File: config.mk
export PLATFORM = sky130hd
export DESIGN_NAME = scp_io_port
export DESIGN_NICKNAME = d
export VERILOG_FILES = /design/src/rtl/scp_io_pkg.sv /design/src/rtl/scp_io_fifo.sv /design/src/rtl/scp_io_port.sv
export SDC_FILE = /design/constraint.sdc
export NUM_CORES = 1
export LEC_CHECK = 0
export ABC_AREA = 1
export CAP_MARGIN = 5
export CORE_MARGIN = 5
export CORE_UTILIZATION = 39
export CTS_CLUSTER_SIZE = 8
export DETAILED_ROUTE_END_ITERATION = 8
export DONT_BUFFER_PORTS = 1
export HOLD_SLACK_MARGIN = 0.1
export MAX_ROUTING_LAYER = met4
export PLACE_DENSITY = 0.6
export SYNTH_ARGS = -nofsm -noshare
export SYNTH_HDL_FRONTEND = slang
export SYNTH_HIERARCHICAL = 1
export SYNTH_SLANG_ARGS = --single-unit
File: constraint.sdc
create_clock -name clk -period 2.6 [get_ports clk]
set_input_delay 0.26 -clock clk [delete_from_list [all_inputs] [get_ports clk]]
set_output_delay 0.26 -clock clk [all_outputs]
set_load 0.02 [all_outputs]
File: src/rtl/scp_io_pkg.sv
// scp_io_pkg: shared constants for the SCP byte IO port.
//   SCP_N        - datapath byte width
//   SCP_IO_DEPTH - output FIFO entries (power of 2, >= 2)
//   SCP_IO_AW    - FIFO pointer width, log2(SCP_IO_DEPTH)
package scp_io_pkg;
  localparam int SCP_N        = 8;
  localparam int SCP_IO_DEPTH = 4;
  localparam int SCP_IO_AW    = $clog2(SCP_IO_DEPTH);
endpackage

File: src/rtl/scp_io_fifo.sv
// scp_io_fifo: first-word fall-through synchronous FIFO with drop-on-full.
//   clk, reset   - clock, synchronous active-high reset
//   push_i/din_i - write request and data; dropped when full with no pop
//   pop_i        - read request, ignored when empty
//   dout_o       - head entry, mem[rp]
//   cnt_o        - occupancy, 0..DEPTH
//   drop_o       - this cycle's push was rejected (full, no pop)
module scp_io_fifo
  import scp_io_pkg::*;
#(
  parameter int N     = SCP_N,
  parameter int DEPTH = SCP_IO_DEPTH,
  parameter int AW    = $clog2(DEPTH)
) (
  input  logic          clk,
  input  logic          reset,
  input  logic          push_i,
  input  logic [N-1:0]  din_i,
  input  logic          pop_i,
  output logic [N-1:0]  dout_o,
  output logic [AW:0]   cnt_o,
  output logic          drop_o
);
  localparam logic [AW:0] FULL_CNT = (AW+1)'(DEPTH);

  logic [N-1:0]  mem_q [DEPTH];
  logic [AW-1:0] wp_q, wp_d, rp_q, rp_d;
  logic [AW:0]   cnt_q, cnt_d;
  logic          push_ok, pop_ok;

  assign pop_ok  = pop_i & (cnt_q != '0);
  // A simultaneous pop frees a slot, so a full FIFO still accepts the push.
  assign push_ok = push_i & ((cnt_q != FULL_CNT) | pop_ok);
  assign drop_o  = push_i & ~push_ok;

  // DEPTH is a power of 2, so natural pointer overflow is the wrap to 0.
  always_comb begin
    wp_d  = push_ok ? wp_q + AW'(1) : wp_q;
    rp_d  = pop_ok  ? rp_q + AW'(1) : rp_q;
    cnt_d = cnt_q;
    case ({push_ok, pop_ok})
      2'b10:   cnt_d = cnt_q + 1'b1;
      2'b01:   cnt_d = cnt_q - 1'b1;
      default: cnt_d = cnt_q;
    endcase
  end

  // Storage is cleared on reset so the head reads 0 until the first push.
  always_ff @(posedge clk) begin
    if (reset) begin
      for (int i = 0; i < DEPTH; i++) mem_q[i] <= '0;
      wp_q  <= '0;
      rp_q  <= '0;
      cnt_q <= '0;
    end else begin
      if (push_ok) mem_q[wp_q] <= din_i;
      wp_q  <= wp_d;
      rp_q  <= rp_d;
      cnt_q <= cnt_d;
    end
  end

  assign dout_o = mem_q[rp_q];
  assign cnt_o  = cnt_q;
endmodule

File: src/rtl/scp_io_port.sv
// scp_io_port: IO-side peer of the SCP processor byte IO interface.
//   io_wr/IOout           - processor writes, queued in the output FIFO
//   host_out_*            - FIFO head to the host, valid/ready
//   host_in_*             - host bytes into the input holding register
//   io_rd/DataIn/in_empty - processor reads of the holding register
//   out_full              - output FIFO at DEPTH entries
//   overflow/underflow    - sticky error flags, cleared only by reset
module scp_io_port
  import scp_io_pkg::*;
#(
  parameter int N     = SCP_N,
  parameter int DEPTH = SCP_IO_DEPTH,
  parameter int AW    = $clog2(DEPTH)
) (
  input  logic         clk,
  input  logic         reset,
  input  logic         io_wr,
  input  logic [N-1:0] IOout,
  input  logic         io_rd,
  output logic [N-1:0] DataIn,
  output logic         in_empty,
  output logic [N-1:0] host_out_data,
  output logic         host_out_valid,
  input  logic         host_out_ready,
  input  logic [N-1:0] host_in_data,
  input  logic         host_in_valid,
  output logic         host_in_ready,
  output logic         out_full,
  output logic         overflow,
  output logic         underflow
);
  localparam logic [AW:0] FULL_CNT = (AW+1)'(DEPTH);

  logic [AW:0]  cnt;
  logic         drop;
  logic [N-1:0] in_reg_q, in_reg_d;
  logic         in_vld_q, in_vld_d;
  logic         ovf_q, ovf_d, unf_q, unf_d;
  logic         load;

  scp_io_fifo #(.N(N), .DEPTH(DEPTH), .AW(AW)) u_fifo (
    .clk    (clk),
    .reset  (reset),
    .push_i (io_wr),
    .din_i  (IOout),
    .pop_i  (host_out_valid & host_out_ready),
    .dout_o (host_out_data),
    .cnt_o  (cnt),
    .drop_o (drop)
  );

  assign host_out_valid = (cnt != '0);
  assign out_full       = (cnt == FULL_CNT);

  // The holding register can refill in the same cycle the processor drains it.
  assign host_in_ready = ~in_vld_q | io_rd;
  assign load          = host_in_valid & host_in_ready;

  always_comb begin
    in_reg_d = load ? host_in_data : in_reg_q;
    in_vld_d = load ? 1'b1 : (io_rd ? 1'b0 : in_vld_q);
    ovf_d    = ovf_q | drop;
    unf_d    = unf_q | (io_rd & ~in_vld_q);
  end

  always_ff @(posedge clk) begin
    if (reset) begin
      in_reg_q <= '0;
      in_vld_q <= 1'b0;
      ovf_q    <= 1'b0;
      unf_q    <= 1'b0;
    end else begin
      in_reg_q <= in_reg_d;
      in_vld_q <= in_vld_d;
      ovf_q    <= ovf_d;
      unf_q    <= unf_d;
    end
  end

  assign DataIn    = in_reg_q;
  assign in_empty  = ~in_vld_q;
  assign overflow  = ovf_q;
  assign underflow = unf_q;
endmodule

After elaboration in Yosys (flattened, before gate mapping)
Memory sizes are Yosys's and may differ from the RTL's. A register that Yosys moved wholly into a read port is not among the register bits.
Index checks and enable logic that the tools add are counted.
Word-level totals
  bits in writable memories: 32
  word-level logic and storage cells: 45
  bits in read-only memories: 0
  latch bits: 0
  output and inout bits: 22
  bits of input ports: 22
  memories kept: 1
  bits in registers: 18
Memories
  u_fifo.mem_q: depth 4, bits a word 8, read ports 1, clocked after Yosys merged registers in 1, wr ports 4, RTL line scp_io_fifo.sv:26  | logic [N-1:0] mem_q [DEPTH];
Cells by class
  order comparisons: 0
  bitwise gates (word level): 12
  mux-type cells: 13
  equality and inequality tests: 4
  div/mod/pow operators: 0
  $add $sub $neg: 4
  reductions and logical operators: 4
  multiply operators: 0
  shift-type cells: 0
Operators with widths (number)
  two-way mux 1 bit: 8
  two-way mux 8 bit: 1
  OR reduction 8 bit: 1
  bitwise AND 1 bit: 6
  two-way mux 2 bit: 3
  one-hot mux 3 bit (2 select lines): 1
  adder 2 x 1 -> 2 bit (second input constant): 2
  OR 1 bit: 4
  nonzero test 2 bit: 2
  adder 3 x 1 -> 3 bit (second input constant): 1
  equality test 3 bit (second input constant): 1
  inequality test 3 bit (second input constant): 1
  nonzero test 3 bit: 1
  subtractor 3 x 1 -> 3 bit (second input constant): 1
  equality test 2 x 1 -> 1 bit (second input constant): 1
  equality test 2 bit (second input constant): 1
  NOT 1 bit: 2

Longest topological paths before layout
  word-level depth: 10
  gate-level depth with buffers: 14
  depth with buffers taken out: 14

Cells and area by module
Netlist, hierarchy kept.
Modules (own cells, without submodules)
  scp_io_fifo: area an instance 1836.8 µm², times used 1, sequential area each 1141.1 µm², cells an instance 191
  scp_io_port: area an instance 546.8 µm², times used 1, sequential area each 220.2 µm², cells an instance 69

Worst setup path after synthesis
No wires, ideal clock.
  path kind: reg2reg
  start: register u_fifo.cnt_q[0], in the netlist u_fifo/cnt_o[0]
  end: memory u_fifo/mem_q[0][0] (netlist bit), enable pin
  setup slack: 522 ps
  required time: 2216 ps
  period minus slack after synthesis: 2078 ps
  setup time: 384 ps
  buffers on the path: 0
  cell stages (with the launch flop): 7
  arrival time: 1694 ps
  path through: dfxtp_1 -> nor2_1 -> a21boi_0 -> nor2_1 -> nand2_2 -> nand4_2 -> o21ai_0
RTL lines
  start, declared: RTL line scp_io_fifo.sv:28  | logic [AW:0] cnt_q, cnt_d;
  start signal, assigned: RTL line scp_io_fifo.sv:59  | cnt_q <= cnt_d;
  end, declared: RTL line scp_io_fifo.sv:26

Final worst setup path
  start: register u_fifo.cnt_q[0], in the netlist u_fifo/cnt_o[0]
  end: register u_fifo.cnt_q[2], in the netlist u_fifo/cnt_o[2]
Between the ends
  cells in the longest elaborated chain, start to end: 7
  elaborated cells between the ends (all ways): 12
  classes of those cells: add/sub: 2; eq/ne: 3; mux: 1; bitwise: 4; reduce/logical: 2
Ends and longest elaborated chain
  nonzero test 3 bit: RTL line scp_io_fifo.sv:31, scp_io_port.sv:52
  bitwise AND 1 bit: RTL line scp_io_port.sv:46  | .pop_i (host_out_valid & host_out_ready),
  bitwise AND 1 bit: RTL line scp_io_fifo.sv:31  | assign pop_ok = pop_i & (cnt_q != '0);
  OR 1 bit: RTL line scp_io_fifo.sv:33  | assign push_ok = push_i & ((cnt_q != FULL_CNT) | pop_ok);
  bitwise AND 1 bit: RTL line scp_io_fifo.sv:33
  equality test 2 x 1 -> 1 bit or equality test 2 bit (tied branches): RTL line scp_io_fifo.sv:41  | case ({push_ok, pop_ok})
  one-hot mux 3 bit (2 select lines) or nonzero test 2 bit (tied branches)
Several ways; a longest one is shown, not always the timed one.
A chain may end at the register's enable or synchronous reset.

==> metrics.yaml <==
cellPowerDensity_nw_per_um2: 789.0
grt_pass1_wl_um: 7700
cp_max_fo: 6
numCtsBuffers: 5
fp.coreArea_um2: 5921
grt_overflow: 0
slew_viol_final: 0
cts_tree: "done"
drive_gt1_share_pct: 11.85
diodes: 0
place_ws_ns: 0.4810
dr.pass1.iters: 5
die_h_um: 88.18
crit_slowest_cell: "fa_1"
grt.total_usage_pct: 13.56
placed_area_um2: 2445
fin_crit_sh_pct: 82.32
fp-row-count: 28
whs_ns: 0.1097
clock_latency_ns: 0.30
cts_setup_buffers: 0
port_buffers: 0
leakage_nw: 1.064
required_ns: 2.80
clockBufferDepth: 2
antenna_found_initial: 0
finalWirelength_um: 4767
cpPeakStageDelay_ns: 0.39
rsz0062_at_grt: "false"
max_cap_viol_count: 0
finalNetCount: 293
postCtsHoldBufs: 4
finalWorstSetupSlack_ns: 0.4598
arrival_ns: 2.34
end_kind: "register"
peakVddDrop_mv: 0.3553
post_synth.cell_area_avg_um2: 9.167
dp_cells: 333
synth.distinct_cells: 26
worstPathBufferInverterCount: 1
seqCellArea_um2: 1361
post_cts_resized: 0
worstPathCellList: "nor2_1 -> a21boi_0 -> nor2_1 -> nand2_2 -> nand2_1 -> ha_1 -> inv_1 -> fa_1 -> nor2_1 -> nor2_1 -> nand2_1 -> nand2_1 -> nand2_1 -> nor2_1"
die_w_um: 88.18
p_seq_share_pct: 50.9
htree_levels: 2
pwr-share-clk_pct: 26.3
grt_max_degree: 19
start_util_pct: 40.26
crit_family: "simple AND/OR/NAND/NOR gates"
critPathLaunchType: "register"
dp_hpwl_um: 3386
ios: 44
setup-violations-final: 0
area_delta_synth_final_pct: 8.924
final_cell_area_um2: 2596
worstSetupPathType: "register to register"
drc_errors: 0
place_congestion: 0.8173
grt_pass1_vias: 1684
finalNonFillerCells: 345
fill_cells: 589
cp_common_cell: "nor2_1"
setup-tns-final_ns: 0
syn_inst: 260
skew_ns: 0.006495
tightest_slew_ns: 0.6395
p_comb_share_pct: 22.8
synth_area_um2: 2384
cts.clk_slew.worst_paths_ns: 0.09
switching_share_pct: 32.61
ys_seq_area_share_pct: 57.11
finalCriticalPeriod_ns: 2.140
multiInputGateArea_um2: 787.0
max_freq_mhz: 467.2
num_vias: 1670
clock-sinks: 52
viasPerCell: 4.841
dieArea_um2: 7775
power.switching_w: 0.0006681
slew_headroom_pct: 57.04
hold_viol: 0
drtIter0Drc: 53
syn_nets: 284
status: "finished clean"
root_buffer: "clkbuf_8"
synth_seq_cells: 52
avgRoutedWirePerCell_um: 13.82
yosysWarningCount: 6
internal_power_w: 0.001380
min-delay-path-class: "input port to register"
final_antenna_net_count: 0
-- flip-flops by register name, indices dropped and copies added (netlist names), named ones only --
register / cells
u_fifo/cnt_o: 3
u_fifo/rp_q: 2
in_vld_q: 1
u_fifo/wp_q: 2
overflow: 1
underflow: 1
DataIn: 8
u_fifo/mem_q: 32
-- worst paths after layout --
path,start,endpoint,cells after the start,slack (ns)
worst max-delay path,u_fifo/cnt_o[0],u_fifo/cnt_o[2],14,0.46
worst min-delay path,host_in_valid,DataIn[6],2,0.11
worst max register to register,u_fifo/cnt_o[0],u_fifo/cnt_o[2],14,0.46
worst min register to register,u_fifo/rp_q[1],register,2,0.51
-- kinds of logic (layout without fill, tap and decap cells) --
kind of cell | count (synthesis) | after routing | share of synthesized area (%)
fa+ha+maj | 2 | 2 | 1.365
xor+xnor | 1 | 1 | 0.3675
flops | 52 | 52 | 57.11
simple gates | 108 | 108 | 19.69
compound gates | 46 | 46 | 11.60
buf+inv | 51 | 61 | 9.869
-- placed cells by master, fill, tap and decap left out --
cell,Yosys,final
clkinvlp_4,0,1
clkinvlp_2,0,1
nor2_2,3,3
nand2_1,20,20
ha_1,1,1
o21ai_0,24,24
nand3_4,1,1
clkbuf_8,0,5
edfxtp_1,32,32
nand4_2,1,1
fa_1,1,1
dfxtp_1,20,20
nor3_1,9,9
nand3_1,10,10
nor2_1,62,62
bufinv_16,0,1
clkinv_1,2,2
xor2_1,1,1
dlygate4sd3_1,0,4
buf_4,0,5
a21oi_1,4,4
a21boi_0,1,1
nand2_2,1,1
inv_1,39,39
a21oi_2,9,9
o22ai_1,8,8
nand2_4,1,1
inv_2,3,3
-- final cells by class --
type | instances | share of cell area [%]
flip-flops and latches | 52 | 52.43
multi-input cells | 157 | 30.31
inverters | 44 | 6.361
well taps | 75 | 3.614
repair buffers | 9 | 2.988
clock buffers | 5 | 2.651
clock inverters | 3 | 1.639
-- power groups by stage --
stage | sequential [W] | clock (W) | combinational (W)
6_report | 0.00104 | 0.000539 | 0.000467
5_1_grt | 0.00106 | 0.000591 | 0.000529
4_1_cts | 0.00105 | 0.000558 | 0.000474
3_5_place_dp | 0.00106 | 0 | 0.000466
3_3_place_gp | 0.00106 | 0 | 0.000456
2_1_floorplan | 0.00104 | 0 | 0.000388
-- synth_stat cells --
cell      count  area, µm²
a21oi_1       4      20.02
nand2_1      20      75.07
nor3_1        9      45.04
buf_2         3      15.01
clkbuf_1      1      3.750
clkinv_1      2      7.510
inv_2         3      11.26
dfxtp_1      20      400.4
nand3_1      10      50.05
nor2_1       62      232.7
inv_1        39      146.4
edfxtp_1     32      960.9
buf_6         1      11.26
nand3_4       1      17.52
xor2_1        1      8.760
o22ai_1       8      50.05
nand4_2       1      12.51
nand2_4       1      11.26
a21oi_2       9      78.83
o21ai_0      24      120.1
a21boi_0      1      7.510
buf_12        2      40.04
fa_1          1      20.02
nor2_2        3      18.77
ha_1          1      12.51
nand2_2       1      6.260
-- through the flow --
stage / util (%) / total power [W]
floorplan: - / 0.001427
global placement: 41.29 / 0.001516
detailed placement: 41.29 / 0.001531
CTS: 43.85 / 0.002078
global route: 43.85 / 0.002179
finish: 43.85 / 0.002049
-- layer usage --
metal	wire [µm]	GRT usage [%]
met1	2050	15.95
met2	2381	22.64
met3	273	3.669
met4	61	4.121
met5	0	-
No activity file was read; power rests on OpenSTA's default activity.
